===== src/rtl/mem_port_arbiter.sv =====
// Shares the data-cache request port between an in-order committed-store buffer and pipeline loads.
// Define MEM_ARB_STORE_FWD_EN to forward buffered store data to same-address loads.
module mem_port_arbiter #(
  parameter int STB_DEPTH     = 4,
  parameter int STORE_AGE_MAX = 8,
  parameter int TAG_W         = 4
) (
  input  logic                       clk,
  input  logic                       rst,
  input  logic                       st_vld,
  input  logic [31:0]                st_addr,
  input  logic [31:0]                st_data,
  output logic                       stb_stall,
  output logic [$clog2(STB_DEPTH):0] stb_count,
  output logic                       stb_ovf,
  input  logic                       ld_req_vld,
  input  logic [31:0]                ld_req_addr,
  input  logic [TAG_W-1:0]           ld_req_tag,
  output logic                       ld_req_rdy,
  output logic                       ld_fwd_hit,
  output logic [31:0]                ld_fwd_data,
  output logic                       mem_req_vld,
  output logic                       mem_req_we,
  output logic [31:0]                mem_req_addr,
  output logic [31:0]                mem_req_wdata,
  output logic [TAG_W-1:0]           mem_req_tag,
  input  logic                       mem_req_rdy
);

  localparam int IW = $clog2(STB_DEPTH);
  localparam int AW = $clog2(STORE_AGE_MAX + 1);
  localparam int DEPTH_M1_I = STB_DEPTH - 1;
  localparam logic [IW:0]   DEPTH    = STB_DEPTH[IW:0];
  localparam logic [IW:0]   DEPTH_M1 = DEPTH_M1_I[IW:0];
  localparam logic [AW-1:0] AGE_MAX  = STORE_AGE_MAX[AW-1:0];

  // Store buffer: pointers carry one extra wrap bit so full and empty differ.
  logic [IW:0]      head;
  logic [IW:0]      tail;
  logic [IW-1:0]    head_idx;
  logic [IW-1:0]    tail_idx;
  logic [31:0]      stb_addr_q [STB_DEPTH];
  logic [31:0]      stb_data_q [STB_DEPTH];
  logic             stb_empty;
  logic             stb_full;
  logic [AW-1:0]    age_cnt;

  // Output request register.
  logic             out_vld;
  logic             out_we;
  logic [31:0]      out_addr;
  logic [31:0]      out_wdata;
  logic [TAG_W-1:0] out_tag;
  logic             out_free;

  logic             store_forced;
  logic             ld_conflict;
  logic             load_win;
  logic             store_win;
  logic [IW-1:0]    scan_idx;
`ifdef MEM_ARB_STORE_FWD_EN
  logic [31:0]      fwd_data;
`endif

  assign head_idx  = head[IW-1:0];
  assign tail_idx  = tail[IW-1:0];
  assign stb_count = tail - head;
  assign stb_empty = (stb_count == '0);
  assign stb_full  = (stb_count == DEPTH);
  assign stb_stall = (stb_count >= DEPTH_M1);

  // Scan oldest to youngest so the last match seen is the youngest store;
  // the output register holding a store is older than every buffer entry.
  // NOTE: every always_comb output gets a default first so no latch is inferred.
  always_comb begin
    ld_conflict = out_vld & out_we & (out_addr == ld_req_addr);
    scan_idx    = '0;
`ifdef MEM_ARB_STORE_FWD_EN
    fwd_data    = out_wdata;
`endif
    for (int i = 0; i < STB_DEPTH; i++) begin
      scan_idx = head_idx + i[IW-1:0];
      if ((i[IW:0] < stb_count) && (stb_addr_q[scan_idx] == ld_req_addr)) begin
        ld_conflict = 1'b1;
`ifdef MEM_ARB_STORE_FWD_EN
        fwd_data    = stb_data_q[scan_idx];
`endif
      end
    end
  end

  assign out_free     = ~out_vld | mem_req_rdy;
  assign store_forced = ~stb_empty & (stb_full | (age_cnt >= AGE_MAX));
  assign load_win     = out_free & ld_req_vld & ~store_forced & ~ld_conflict;
  assign store_win    = out_free & ~stb_empty & ~load_win;

`ifdef MEM_ARB_STORE_FWD_EN
  // A forwarded load never uses the port, so a store may still win in that cycle.
  assign ld_fwd_hit  = ld_req_vld & ld_conflict;
  assign ld_fwd_data = ld_fwd_hit ? fwd_data : 32'h0;
  assign ld_req_rdy  = load_win | ld_fwd_hit;
`else
  assign ld_fwd_hit  = 1'b0;
  assign ld_fwd_data = 32'h0;
  assign ld_req_rdy  = load_win;
`endif

  assign mem_req_vld   = out_vld;
  assign mem_req_we    = out_we;
  assign mem_req_addr  = out_addr;
  assign mem_req_wdata = out_wdata;
  assign mem_req_tag   = out_tag;

  // NOTE: sequential state uses non-blocking assignments so every register samples pre-edge values.
  always_ff @(posedge clk) begin
    if (rst) begin
      head      <= '0;
      tail      <= '0;
      stb_ovf   <= 1'b0;
      age_cnt   <= '0;
      out_vld   <= 1'b0;
      out_we    <= 1'b0;
      out_addr  <= '0;
      out_wdata <= '0;
      out_tag   <= '0;
    end else begin
      if (st_vld) begin
        if (stb_full) stb_ovf <= 1'b1;
        else          tail    <= tail + 1'b1;
      end
      if (store_win) head <= head + 1'b1;

      if (stb_empty || store_win)  age_cnt <= '0;
      else if (age_cnt < AGE_MAX)  age_cnt <= age_cnt + 1'b1;

      if (load_win) begin
        out_vld   <= 1'b1;
        out_we    <= 1'b0;
        out_addr  <= ld_req_addr;
        out_wdata <= '0;
        out_tag   <= ld_req_tag;
      end else if (store_win) begin
        out_vld   <= 1'b1;
        out_we    <= 1'b1;
        out_addr  <= stb_addr_q[head_idx];
        out_wdata <= stb_data_q[head_idx];
        out_tag   <= '0;
      end else if (out_free) begin
        out_vld   <= 1'b0;
      end
    end
  end

  // NOTE: buffer storage is not reset; the pointers alone decide which entries are valid.
  always_ff @(posedge clk) begin
    if (!rst && st_vld && !stb_full) begin
      stb_addr_q[tail_idx] <= st_addr;
      stb_data_q[tail_idx] <= st_data;
    end
  end

endmodule


===== config.mk =====
export PLATFORM = sky130hd
export DESIGN_NAME = mem_port_arbiter
export DESIGN_NICKNAME = d
export VERILOG_FILES = /design/src/rtl/mem_port_arbiter.sv
export SDC_FILE = /design/constraint.sdc
export NUM_CORES = 1
export LEC_CHECK = 0
export ABC_AREA = 1
export CORE_MARGIN = 3
export CORE_UTILIZATION = 25
export CTS_CLUSTER_DIAMETER = 150
export DETAILED_ROUTE_END_ITERATION = 8
export PLACE_DENSITY = 0.43
export SLEW_MARGIN = 20
export SYNTH_ARGS = -nofsm -noshare
export SYNTH_HDL_FRONTEND = slang
export SYNTH_SLANG_ARGS = --single-unit

===== constraint.sdc =====
create_clock -name clk -period 4.36 [get_ports clk]
set_input_delay 0.872 -clock clk [delete_from_list [all_inputs] [get_ports clk]]
set_output_delay 0.872 -clock clk [all_outputs]
set_load 0.005 [all_outputs]

**After elaboration in Yosys (flattened, before gate mapping)**

Memory sizes are Yosys's and may differ from the RTL's. A register that Yosys moved wholly into a read port is not among the register bits.
Cells that the tools add are included.

- Logic and storage cells: 77
- RAM bits: 256
- Input bits: 105
- Register bits after elaboration: 49
- Memories kept: 2
- Output and inout port bits: 109

- Eq/ne operators: 6
- Muxes and demuxes: 15
- Order comparisons: 7
- $add $sub $neg: 7
- Reduce and logical (&&, ||, !) cells: 16
- Bitwise logic cells: 16

Memories:

| memory | words | bits a word | rd ports | clocked after Yosys merged registers in | write ports | line | source |
|---|---|---|---|---|---|---|---|
| stb_addr_q | 4 | 32 | 4 | 1 | 1 | 42 | `logic [31:0] stb_addr_q [STB_DEPTH];` |
| stb_data_q | 4 | 32 | 1 | 1 | 1 | 43 | `logic [31:0] stb_data_q [STB_DEPTH];` |

Operator list:

| operator | count |
|---|---|
| $eq A32 B32 Y1 | 5 |
| $mux W32 | 2 |
| $mux W1 | 9 |
| $and A1 B1 Y1 | 8 |
| $mux W4 | 2 |
| $add A3 B1 Y3 const B | 2 |
| $logic_and A1 B1 Y1 | 6 |
| $lt A1 B3 Y1 const A | 2 |
| $lt A2 B3 Y1 const A | 2 |
| $not A1 Y1 | 6 |
| $add A2 B2 Y2 const B | 2 |
| $add A4 B1 Y4 const B | 1 |
| $ge A4 B4 Y1 const B | 1 |
| $lt A4 B4 Y1 const B | 1 |
| $mux W2 | 2 |
| $reduce_and A2 Y1 | 2 |
| $reduce_or A2 Y1 | 2 |
| $eq A3 B3 Y1 const B | 1 |
| $ge A3 B2 Y1 const B | 1 |
| $logic_not A3 Y1 | 1 |
| $reduce_bool A3 Y1 | 1 |
| $sub A3 B3 Y3 | 1 |
| $add A2 B1 Y2 const B | 1 |
| $logic_not A1 Y1 | 2 |
| 3 further kinds | 4 |

**Longest topological paths before layout**

Gate-level depths: netlist of the first run.

- Word-level depth: 13
- Gate-level depth with buffers: 22

**Least setup slack after synthesis of the first run**

OpenSTA, ideal clock, no wires.

- Path type: flip-flop to flip-flop
- Start point: register tail[0]
- End point: memory stb_addr_q[0][0] (enable)
- Cell stages (with the launch flop): 11
- Clock period less this slack: 4.766 ns
- Path slack: -0.406 ns
- Arrival time: 4.279 ns
- Path buffers: 0
- Cells stage by stage: dfxtp_1 > inv_1 > ha_1 > fa_1 > nand3_1 > nand2_1 > nand2_1 > nand2_1 > inv_1 > nand2_1 > nor2_1

- Cells in the longest elaborated chain, start to end: 6

RTL lines:

| what | line | source |
|---|---|---|
| start, declared | 39 | `logic [IW:0] tail;` |
| start signal, assigned | 129 | `else tail <= tail + 1'b1;` |
| $sub A3 B3 Y3 | 67 | `assign stb_count = tail - head;` |
| named net stb_count[2] | 14 | `output logic [$clog2(STB_DEPTH):0] stb_count,` |
| $eq A3 B3 Y1 | 69 | `assign stb_full = (stb_count == DEPTH);` |
| $logic_not A1 Y1 | 156 | `if (!rst && st_vld && !stb_full) begin` |
| $logic_and A1 B1 Y1 | 156 |  |
| $mux W1 | 156 |  |
| $mux W1 (implied by the code) | 157 | `stb_addr_q[tail_idx] <= st_addr;` |
| end, declared | 42 |  |

The timed path passes the listed nets, and every way through them passes these cells.

**Final worst setup path of the first run**

- Start point: input ld_req_addr[6]
- End point: output ld_req_rdy

- Cells in the longest elaborated chain, start to end: 8
- Elaborated cells between the ends (all ways): 16
- Those cells by class: eq/ne: 5; mux: 4; bitwise: 3; reduce/logical: 4

RTL lines:

| what | line | source |
|---|---|---|
| start, declared | 17 | `input logic [31:0] ld_req_addr,` |
| $eq A32 B32 Y1, on equally long branches | 76, 83 |  |
| $and A1 B1 Y1 or $logic_and A1 B1 Y1 (tied branches) | 76, 83 |  |
| $mux W1 (3 in a row) | 83 | `if ((i[IW:0] < stb_count) && (stb_addr_q[scan_idx] == ld_req_addr)) begin` |
| $mux W1 * | 83 |  |
| $not A1 Y1 * | 94 | `assign load_win = out_free & ld_req_vld & ~store_forced & ~ld_conflict;` |
| $and A1 B1 Y1 * | 94 |  |
| end, declared | 19 | `output logic ld_req_rdy,` |

Every way passes the cells marked *; elsewhere a longest branch is shown, timed or not.

==> flow_summary.toml, run 1 <==
[run_status]
status = "finished clean"

[cts]
htreeDepth = 2
cts_inserted_buffers = 41
cts_hold_buf = 0
cts_root_buf = "clkbuf_16"
cts.sinks = 339
cts_buffer_depth = 3
tritoncts = "built"
clk_latency_ns = 0.59
path_clk_slew_ns = 0.06

[global_routing]
grt_pass1_vias = 16800
antenna_found_initial = 9
grt_max_degree = 92
grt_usage_pct = 19.7
overflow = 0
grt_pass1_wl_um = 114000

[layout]
area_growth_pct = 25.3
fill_cells = 7727
layoutNonFillerInstCount = 3570
nets = 2688
finalCoreUtilization_pct = 31.8
final_cell_area_um2 = 23400
drive_above_1_share_pct = 7.63

[routing]
viasPerCell = 4.92
drc = 0
drtIter0Drc = 1416
top_layer_used = "met5"
wl_per_cell_um = 22.3
dr_wl_met3_um = 5300
drtAntennaViolNets = 0
route.met2.wl_um = 38200
firstDrtPassIters = 5
vias = 17600
drt-total-wl_um = 79500
routedLengthMet1_um = 33100

[sta]
hold_viol_final = 0
max-slew-margin-rel_pct = 54.5
fin_crit_sh_pct = 97.5
worstMarginPinSlew_ns = 0.683
setup_violations = 0
post-route-min-period_ns = 4.25
whs_ns = 0.462
maxSlewViolCount = 0
fin_setup_tns_ns = 0
timing.final.ws_setup_ns = 0.108
timing.fmax_mhz = 235
final.setup_skew_ns = 0.0278

[critical_path]
worstPathRequired_ns = 3.49
crit_arrival_ns = 3.38
crit_fanout = 6
cp-start-kind = "input pin"
end_kind = "output pin"
path_class = "input pin to output pin"

[floorplanning]
initial_utilization_pct = 25.4
core_region_area_um2 = 73600
dieHeight_um = 280
dieArea_um2 = 78100
row_count = 99
chipWidth_um = 280
boundaryPins = 214

[place]
dp_slack_ns = 0.103
dp.cells = 3477
gp_congestion = 0.910
dp_hpwl_um = 55200
dpl_cell_area_um2 = 21700
port_buffers = 180

[power_and_ir_drop]
pwr-share-clk_pct = 22.5
p_comb_share_pct = 48.7
p_sw_mw = 6.61
power.density_nw_per_um2 = 645
peakVddDrop_mv = 0.365
power_frac_seq_pct = 28.8
leakage_nw = 9.81
power_mw = 15.1
switching_share_pct = 43.8
intPower_mw = 8.50

[synthesis]
syn_area_um2 = 18700
synth.area.top_cells = "edfxtp_1, nand2_1, nand3_1"
syn_inst = 2402
synth_top_area_share_pct = 41.1
yosysTopAreaCell = "edfxtp_1"
post_synth.cell_area_avg_um2 = 7.79
synth_cell_types = 39
yosys_warnings = 0
synth_seq_cells = 339
synth-seq-area-share_pct = 50.0

[job]
cap_violations = 0

[hold_path]
holdCritPathClass = "flip-flop to flip-flop"
[worst max-delay path, stage by stage]
cell and delay [ns]:
clkdlybuf4s50_1 0.72, inv_1 0.18, nand3_1 0.15, nand2_1 0.08, nor2_1 0.20, nand2_1 0.09, nor2_1 0.13, nand3_1 0.09
nor2_1 0.16, nor2_2 0.08, nand3_4 0.13, inv_2 0.05, clkdlybuf4s50_1 0.44
[power groups by stage]
stage | logic, mW | clock network, mW | registers, mW
final | 7.36 | 3.40 | 4.35
after global routing | 8.04 | 3.63 | 4.40
after CTS | 7.23 | 3.50 | 4.36
after detailed placement | 6.92 | 0 | 4.42
after global placement | 6.91 | 0 | 4.42
after floorplan | 4.04 | 0 | 4.29
[cell usage in the layout, fill, tap and decap left out, drive strengths merged]
cell	count
ha	8
o2111ai	2
xor2	41
conb	33
buf	89
clkdlybuf4s50	180
and2	1
nand2	802
a21oi	18
nor2	208
clkinv	13
fa	1
nor4	1
clkbuf	62
inv	140
nor3	37
nand3b	1
dfxtp	83
o211ai	5
nand4	13
clkinvlp	1
nor2b	1
nand3	480
diode	4
o22ai	35
bufinv	2
or2	7
o21ai	79
edfxtp	256
xnor2	6
bufbuf	2
[area by class of cell]
type                    count  area (µm²)  area share [%]
repair buffers            274        2880            12.3
clock buffers              59        1140            4.88
multi-input cells        1779        8120            34.6
well taps                 959        1200            5.12
diodes                      4        10.0          0.0427
clock inverters            17         188           0.801
inverters                 139         537            2.29
flip-flops and latches    339        9360            39.9
[synthesized netlist by cell type, drive strengths merged]
| library cell | instances |
|---|---|
| dfxtp | 83 |
| nor2 | 208 |
| nor2b | 1 |
| clkbuf | 66 |
| o22ai | 35 |
| nor3 | 37 |
| buf | 111 |
| o2111ai | 2 |
| nand3b | 1 |
| xor2 | 41 |
| conb | 1 |
| or2 | 7 |
| a21oi | 18 |
| nand4 | 13 |
| inv | 138 |
| o21ai | 79 |
| nand3 | 480 |
| fa | 1 |
| ha | 8 |
| nor4 | 1 |
| edfxtp | 256 |
| clkinv | 1 |
| xnor2 | 6 |
| o211ai | 5 |
| nand2 | 802 |
| and2 | 1 |
[state kept, by name, indices dropped and copies added (netlist names), named ones only]
signal / cells
stb_addr_q: 128
stb_data_q: 128
mem_req_addr: 32
mem_req_wdata: 32
age_cnt: 4
mem_req_tag: 4
head: 3
tail: 3
mem_req_vld: 1
mem_req_we: 1
stb_ovf: 1
[final timing paths]
path | start | to | slack, ns | cells after the start
worst max-delay path | ld_req_addr[6] | ld_req_rdy | 0.11 | 13
worst max register to register | head[0] | mem_req_addr[3] | 0.80 | 21
worst min-delay path | stb_ovf | stb_ovf | 0.46 | 2
worst min register to register | stb_ovf | stb_ovf | 0.46 | 2
[layer usage]
metal  GRT usage [%]  up-vias
met5               0        -
met1            24.9     8467
met3            3.38      121
met2            33.9      712
met4            6.89        8
li1                -     8270
[timing repair]
item / 4_1_cts / 5_1_grt
setup buffers: 2 / 4
pin swaps: 1 / 5
setup endpoints to repair: 1 / 1
gates resized for setup: 20 / 30
gates cloned: 4 / 3
[kinds of logic (layout without fill, tap and decap cells)]
family | count (synthesis) | count (layout) | share of synthesized area (%)
flip-flops | 339 | 339 | 50.0
AND/OR/NAND/NOR | 1551 | 1551 | 35.0
other | 1 | 37 | 0.0200
XOR/XNOR | 47 | 47 | 2.20
buffers and inverters | 316 | 489 | 8.07
AO/OA/AOI/OAI | 139 | 139 | 4.11
adder cells (fa/ha/maj) | 9 | 9 | 0.642
Power figures use the tool's default switching activity.
==> run 2: changes to the inputs <==
- CTS_BUF_LIST: default -> sky130_fd_sc_hd__clkbuf_4
==> run 2 against run 1 <==
Effect of this change:
- critical path depth increased by 1
- worst hold slack lost 0.00055 ns
- sequential share of layout area down 0.73 points
- routed wire length rose by 1.7%
- die area is the same
- critical endpoint unchanged
- largest cell class unchanged
==> flow_summary.toml, run 2 (synthesis results as in run 1) <==
[layout]
final_cell_mix = "nand2_1, nand3_1, edfxtp_1"
area_growth_pct = 27.6
nets = 2759
layout_commonest_cell = "nand2_1"
drive_above_1_share_pct = 13.6
final_cell_area_um2 = 23900
fill_cells = 7811
reg_top3 = "stb_addr_q (128), stb_data_q (128)"

[routing]
drtIter0Drc = 1506
firstDrtPassIters = 5
drtAntennaViolNets = 0
drt-total-wl_um = 80900
viasPerCell = 4.89
wl_per_cell_um = 21.9
vias = 18100
drc = 0

[floorplanning]
boundaryPins = 214
dieHeight_um = 280
row_count = 99
initial_utilization_pct = 25.4
core_region_area_um2 = 73600
dieArea_um2 = 78100
chipWidth_um = 280

[cts]
tritoncts = "built"
cts.sinks = 339
path_clk_slew_ns = 0.06
cts_root_buf = "clkbuf_4"
cts_buffer_depth = 3
cts_inserted_buffers = 99
htreeDepth = 3
clk_latency_ns = 0.90

[sta]
setup_violations = 0
max-slew-margin-rel_pct = 54.7
worstMarginPinSlew_ns = 0.679
hold_viol_final = 0
fin_crit_sh_pct = 95.3
post-route-min-period_ns = 4.15
timing.fmax_mhz = 241
maxSlewViolCount = 0
grt_setup_unrepaired = "false"
final.setup_skew_ns = 0.0677

[run_status]
status = "finished clean"

[power_and_ir_drop]
intPower_mw = 8.35
power_frac_seq_pct = 28.5
leakage_nw = 10.1
peakVddDrop_mv = 0.349
power_mw = 15.2
p_sw_mw = 6.90
switching_share_pct = 45.2
p_comb_share_pct = 50.9
pwr-share-clk_pct = 20.5
power.density_nw_per_um2 = 639

[place]
gp_congestion = 0.910
dpl_cell_area_um2 = 21700
dp_hpwl_um = 55200
port_buffers = 180

[global_routing]
grt_max_degree = 92
grt_pass1_vias = 17400
grt_pass1_wl_um = 115000
grt_usage_pct = 20.0
antenna_found_initial = 13
overflow = 0

[critical_path]
path_class = "flip-flop to output pin"
ff2ff_path_depth = 19
crit_fanout = 6
end_kind = "output pin"
cp-start-kind = "flip-flop"
worstPathRequired_ns = 3.49
crit_arrival_ns = 3.28

[job]
cap_violations = 0

[hold_path]
hold_depth = 2
holdCritPathClass = "flip-flop to flip-flop"
==> run 2: per-layer routing <==
metal | share of wire (%) | up-vias | global-route usage (%)
met3 | 7.6 | 160 | 4.58
met5 | 0.11 | - | 0
met1 | 41 | 8655 | 24.6
li1 | - | 8493 | -
met4 | 3.9 | 10 | 7.19
met2 | 48 | 760 | 34.2
==> run 2: worst paths after layout <==
path	from	to	slack [ns]
worst min register to register	stb_ovf	stb_ovf	0.46
worst max register to register	head[1]	mem_req_addr[3]	0.88
worst max-delay path	head[1]	ld_req_rdy	0.21
worst min-delay path	stb_ovf	stb_ovf	0.46
==> run 2: cell type report <==
cell class / count / area (µm²) / area share (%)
clock inverters: 34 / 208 / 0.870
flip-flops and latches: 339 / 9360 / 39.2
repair buffers: 287 / 3050 / 12.8
inverters: 139 / 547 / 2.29
diodes: 9 / 22.5 / 0.0944
clock buffers: 151 / 1130 / 4.75
well taps: 959 / 1200 / 5.03
multi-input cells: 1779 / 8350 / 35.0
==> run 2: power groups by stage <==
stage	combinational, mW	sequential [mW]	clock, mW
CTS	7.43	4.36	3.25
finish	7.77	4.35	3.13
detailed placement	6.92	4.42	0
floorplan	4.04	4.29	0
global placement	6.91	4.42	0
global route	8.45	4.40	3.42
==> run 2: what timing repair did <==
| item | CTS | global route |
|---|---|---|
| hold endpoints to repair | 0 | 0 |
| hold buffers | 0 | 0 |
| pin swaps | 10 | 25 |
| endpoints found under the setup margin | 1 | 1 |
| gates resized for setup | 53 | 70 |
| buffers inserted | 12 | 4 |
| gates cloned | 6 | 4 |
==> run 2: stage by stage <==
step | worst slack, ns | std cells | hold WS [ns] | setup TNS (ns) | util (%)
finish | 0.207 | 3697 | 0.462 | 0 | 32.4
global route | 0.00765 | 3692 | 0.481 | 0 | 32.4
CTS | -0.0104 | 3680 | 0.457 | -0.0104 | 31.9
detailed placement | 0.103 | 3477 | 0.460 | 0 | 29.4
global placement | 0.0636 | 3477 | 0.456 | 0 | 29.4
floorplan | -0.406 | 2434 | 0.447 | -103.87 | -
==> run 2: worst max-delay path: stages (launching register included) <==
cell and delay, ns:
dfxtp_4 0.38, ha_4 0.38, clkinv_8 0.13, buf_12 0.18, nand3_2 0.09, nand2_2 0.07
nand2_4 0.11, nand4_1 0.22, nor2_1 0.17, nand3_1 0.12, nor2_4 0.17, nor2_2 0.06
nand3_4 0.12, inv_2 0.05, clkbuf_2 0.11
==> run 3: changes to the inputs <==
==> constraint.sdc (replaced) <==
create_clock -name clk -period 4.36 [get_ports clk]
set_input_delay 0.436 -clock clk [delete_from_list [all_inputs] [get_ports clk]]
set_output_delay 0.436 -clock clk [all_outputs]
set_load 0.005 [all_outputs]
==> run 3 against run 2 <==
Effect of this change:
- via count decreased by 0.86%
- worst setup slack worse by 0.013 ns
- global-route usage down 0.29 points
- sequential share of layout area grew 1.0 points
- critical path depth increased by 1
- total power decreased by 3.5%
- sequential cell count stayed put
- worst hold slack got worse by 0.33 ns
- largest cell class unchanged
- routed wire length about the same
- first-iteration DRC count is 15% higher
==> flow_summary.toml, run 3 (synthesis results as in run 1) <==
[run_status]
status = "finished clean"

[sta]
worstMarginPinSlew_ns = 0.751
fin_setup_tns_ns = 0
post-route-min-period_ns = 4.17
hold_viol_final = 0
final.setup_skew_ns = 0.0851
timing.final.ws_setup_ns = 0.194
timing.fmax_mhz = 240
maxSlewViolCount = 0
fin_crit_sh_pct = 95.6
max-slew-margin-rel_pct = 49.8
setup_violations = 0

[critical_path]
cpPeakStageDelay_ns = 0.44
worstPathRequired_ns = 3.92
crit_fanout = 26
cpMostUsedCell = "nor2_1"
path_class = "flip-flop to output pin"
end_kind = "output pin"
critPathBufInv = 4
crit_chain = "buf_4, ha_4, buf_12, nand3_1, nand3_1, nand2_1, nor2_1, nand2_1, nor2_1, nand3_1, nor2_1, nor2_1, nand3_2, inv_1, clkdlybuf4s50_1"
crit_arrival_ns = 3.73
crit_slowest_cell = "clkdlybuf4s50_1"
critPathTopFamily = "simple AND/OR/NAND/NOR gates"
r2r_slack_ns = 1.04
cp-start-kind = "flip-flop"

[routing]
firstDrtPassIters = 6
drt-total-wl_um = 80900
viasPerCell = 4.90
wl_per_cell_um = 22.1
drtIter0Drc = 1728
vias = 17900
drc = 0
drtAntennaViolNets = 0

[floorplanning]
dieHeight_um = 280
chipWidth_um = 280
boundaryPins = 214
core_region_area_um2 = 73600
row_count = 99
initial_utilization_pct = 25.4
dieArea_um2 = 78100

[place]
dp_hpwl_um = 53700
port_buffers = 180
dp_slack_ns = 0.648
gp_congestion = 0.956

[global_routing]
grt_max_degree = 125
grt_usage_pct = 19.7
grt_pass1_vias = 17500
grt_pass1_wl_um = 114000
antenna_found_initial = 10
overflow = 0

[power_and_ir_drop]
switching_share_pct = 45.0
p_sw_mw = 6.62
peakVddDrop_mv = 0.388
p_comb_share_pct = 50.0
intPower_mw = 8.10
leakage_nw = 9.83
pwr-share-clk_pct = 20.6
power.density_nw_per_um2 = 632
power_frac_seq_pct = 29.4
power_mw = 14.7

[layout]
layout_commonest_cell = "nand2_1"
area_growth_pct = 24.4
fill_cells = 7909
drive_above_1_share_pct = 10.3
reg_top3 = "stb_addr_q (128), stb_data_q (128)"
finalCoreUtilization_pct = 31.6
final_cell_mix = "nand2_1, nand3_1, edfxtp_1"
nets = 2728

[cts]
clk_latency_ns = 0.93
path_clk_slew_ns = 0.07
tritoncts = "built"
cts_hold_buf = 0
cts.sinks = 339
cts_root_buf = "clkbuf_4"
cts_inserted_buffers = 94
cts_buffer_depth = 3
htreeDepth = 3

[hold_path]
holdCritPathClass = "input pin to flip-flop"

[job]
cap_violations = 0
## run 3: power by group through the flow
stage / Clock, mW / Sequential, mW / Combinational (mW)
after CTS: 3.16 / 4.33 / 7.00
after floorplan: 0 / 4.29 / 4.04
after global routing: 3.34 / 4.38 / 8.05
after global placement: 0 / 4.39 / 6.85
final: 3.03 / 4.33 / 7.36
after detailed placement: 0 / 4.39 / 6.85
## run 3: final cells by class
| class | count | area, µm² | area share, % |
|---|---|---|---|
| antenna | 7 | 17.5 | 0.0753 |
| clock buffer | 153 | 1150 | 4.94 |
| clock inverter | 21 | 146 | 0.629 |
| inverter | 139 | 561 | 2.41 |
| multi-input combinational | 1779 | 8070 | 34.7 |
| sequential | 339 | 9360 | 40.2 |
| tap | 959 | 1200 | 5.16 |
| timing repair buffer | 258 | 2730 | 11.7 |
| timing repair inverter | 3 | 33.8 | 0.145 |
## run 3: routing by layer
layer | part of all wire, % | routed length, µm | vias to the layer above | global-route usage [%]
met5 | 0.099 | 80 | - | 0
met4 | 5.2 | 4220 | 10 | 8.74
met3 | 7.6 | 6180 | 221 | 4.38
met2 | 46 | 37200 | 831 | 32.2
met1 | 41 | 33300 | 8444 | 24.8
li1 | - | - | 8416 | -
## run 3: stage by stage
| step | hold slack, ns | cells | area (µm²) |
|---|---|---|---|
| global placement | 0.445 | 3458 | 21600 |
| finish | 0.134 | 3658 | 23300 |
| global route | 0.0384 | 3656 | 23300 |
| CTS | 0.0218 | 3634 | 22900 |
| floorplan | 0.447 | 2434 | 18800 |
| detailed placement | 0.447 | 3458 | 21600 |
## run 3: worst paths after layout
check | start | end | cells after the start
worst max-delay path | head[0] | ld_req_rdy | 15
worst min-delay path | st_data[19] | stb_data_q[1][19] | 1
worst max register to register | head[0] | mem_req_addr[19] | 15
worst min register to register | stb_ovf | stb_ovf | 2
## run 3: timing repair
action                                  CTS  global route
buffers inserted                          1            10
endpoints found under the setup margin    1             1
gates resized for setup                  10            24
pin swaps                                 0             2
gates cloned                              1             8
## run 3: worst register-to-register path, stage by stage, from the launching register on
cell	delay [ns]
dfxtp_4	0.36
buf_12	0.14
ha_1	0.20
fa_1	0.41
nand3_2	0.14
nand2_4	0.12
nand2_1	0.10
o2111ai_1	0.13
inv_1	0.16
nand2_1	0.13
nor3_4	0.66
buf_4	0.39
nand3_1	0.11
nand3_1	0.10
nand2_1	0.05
inv_1	0.07
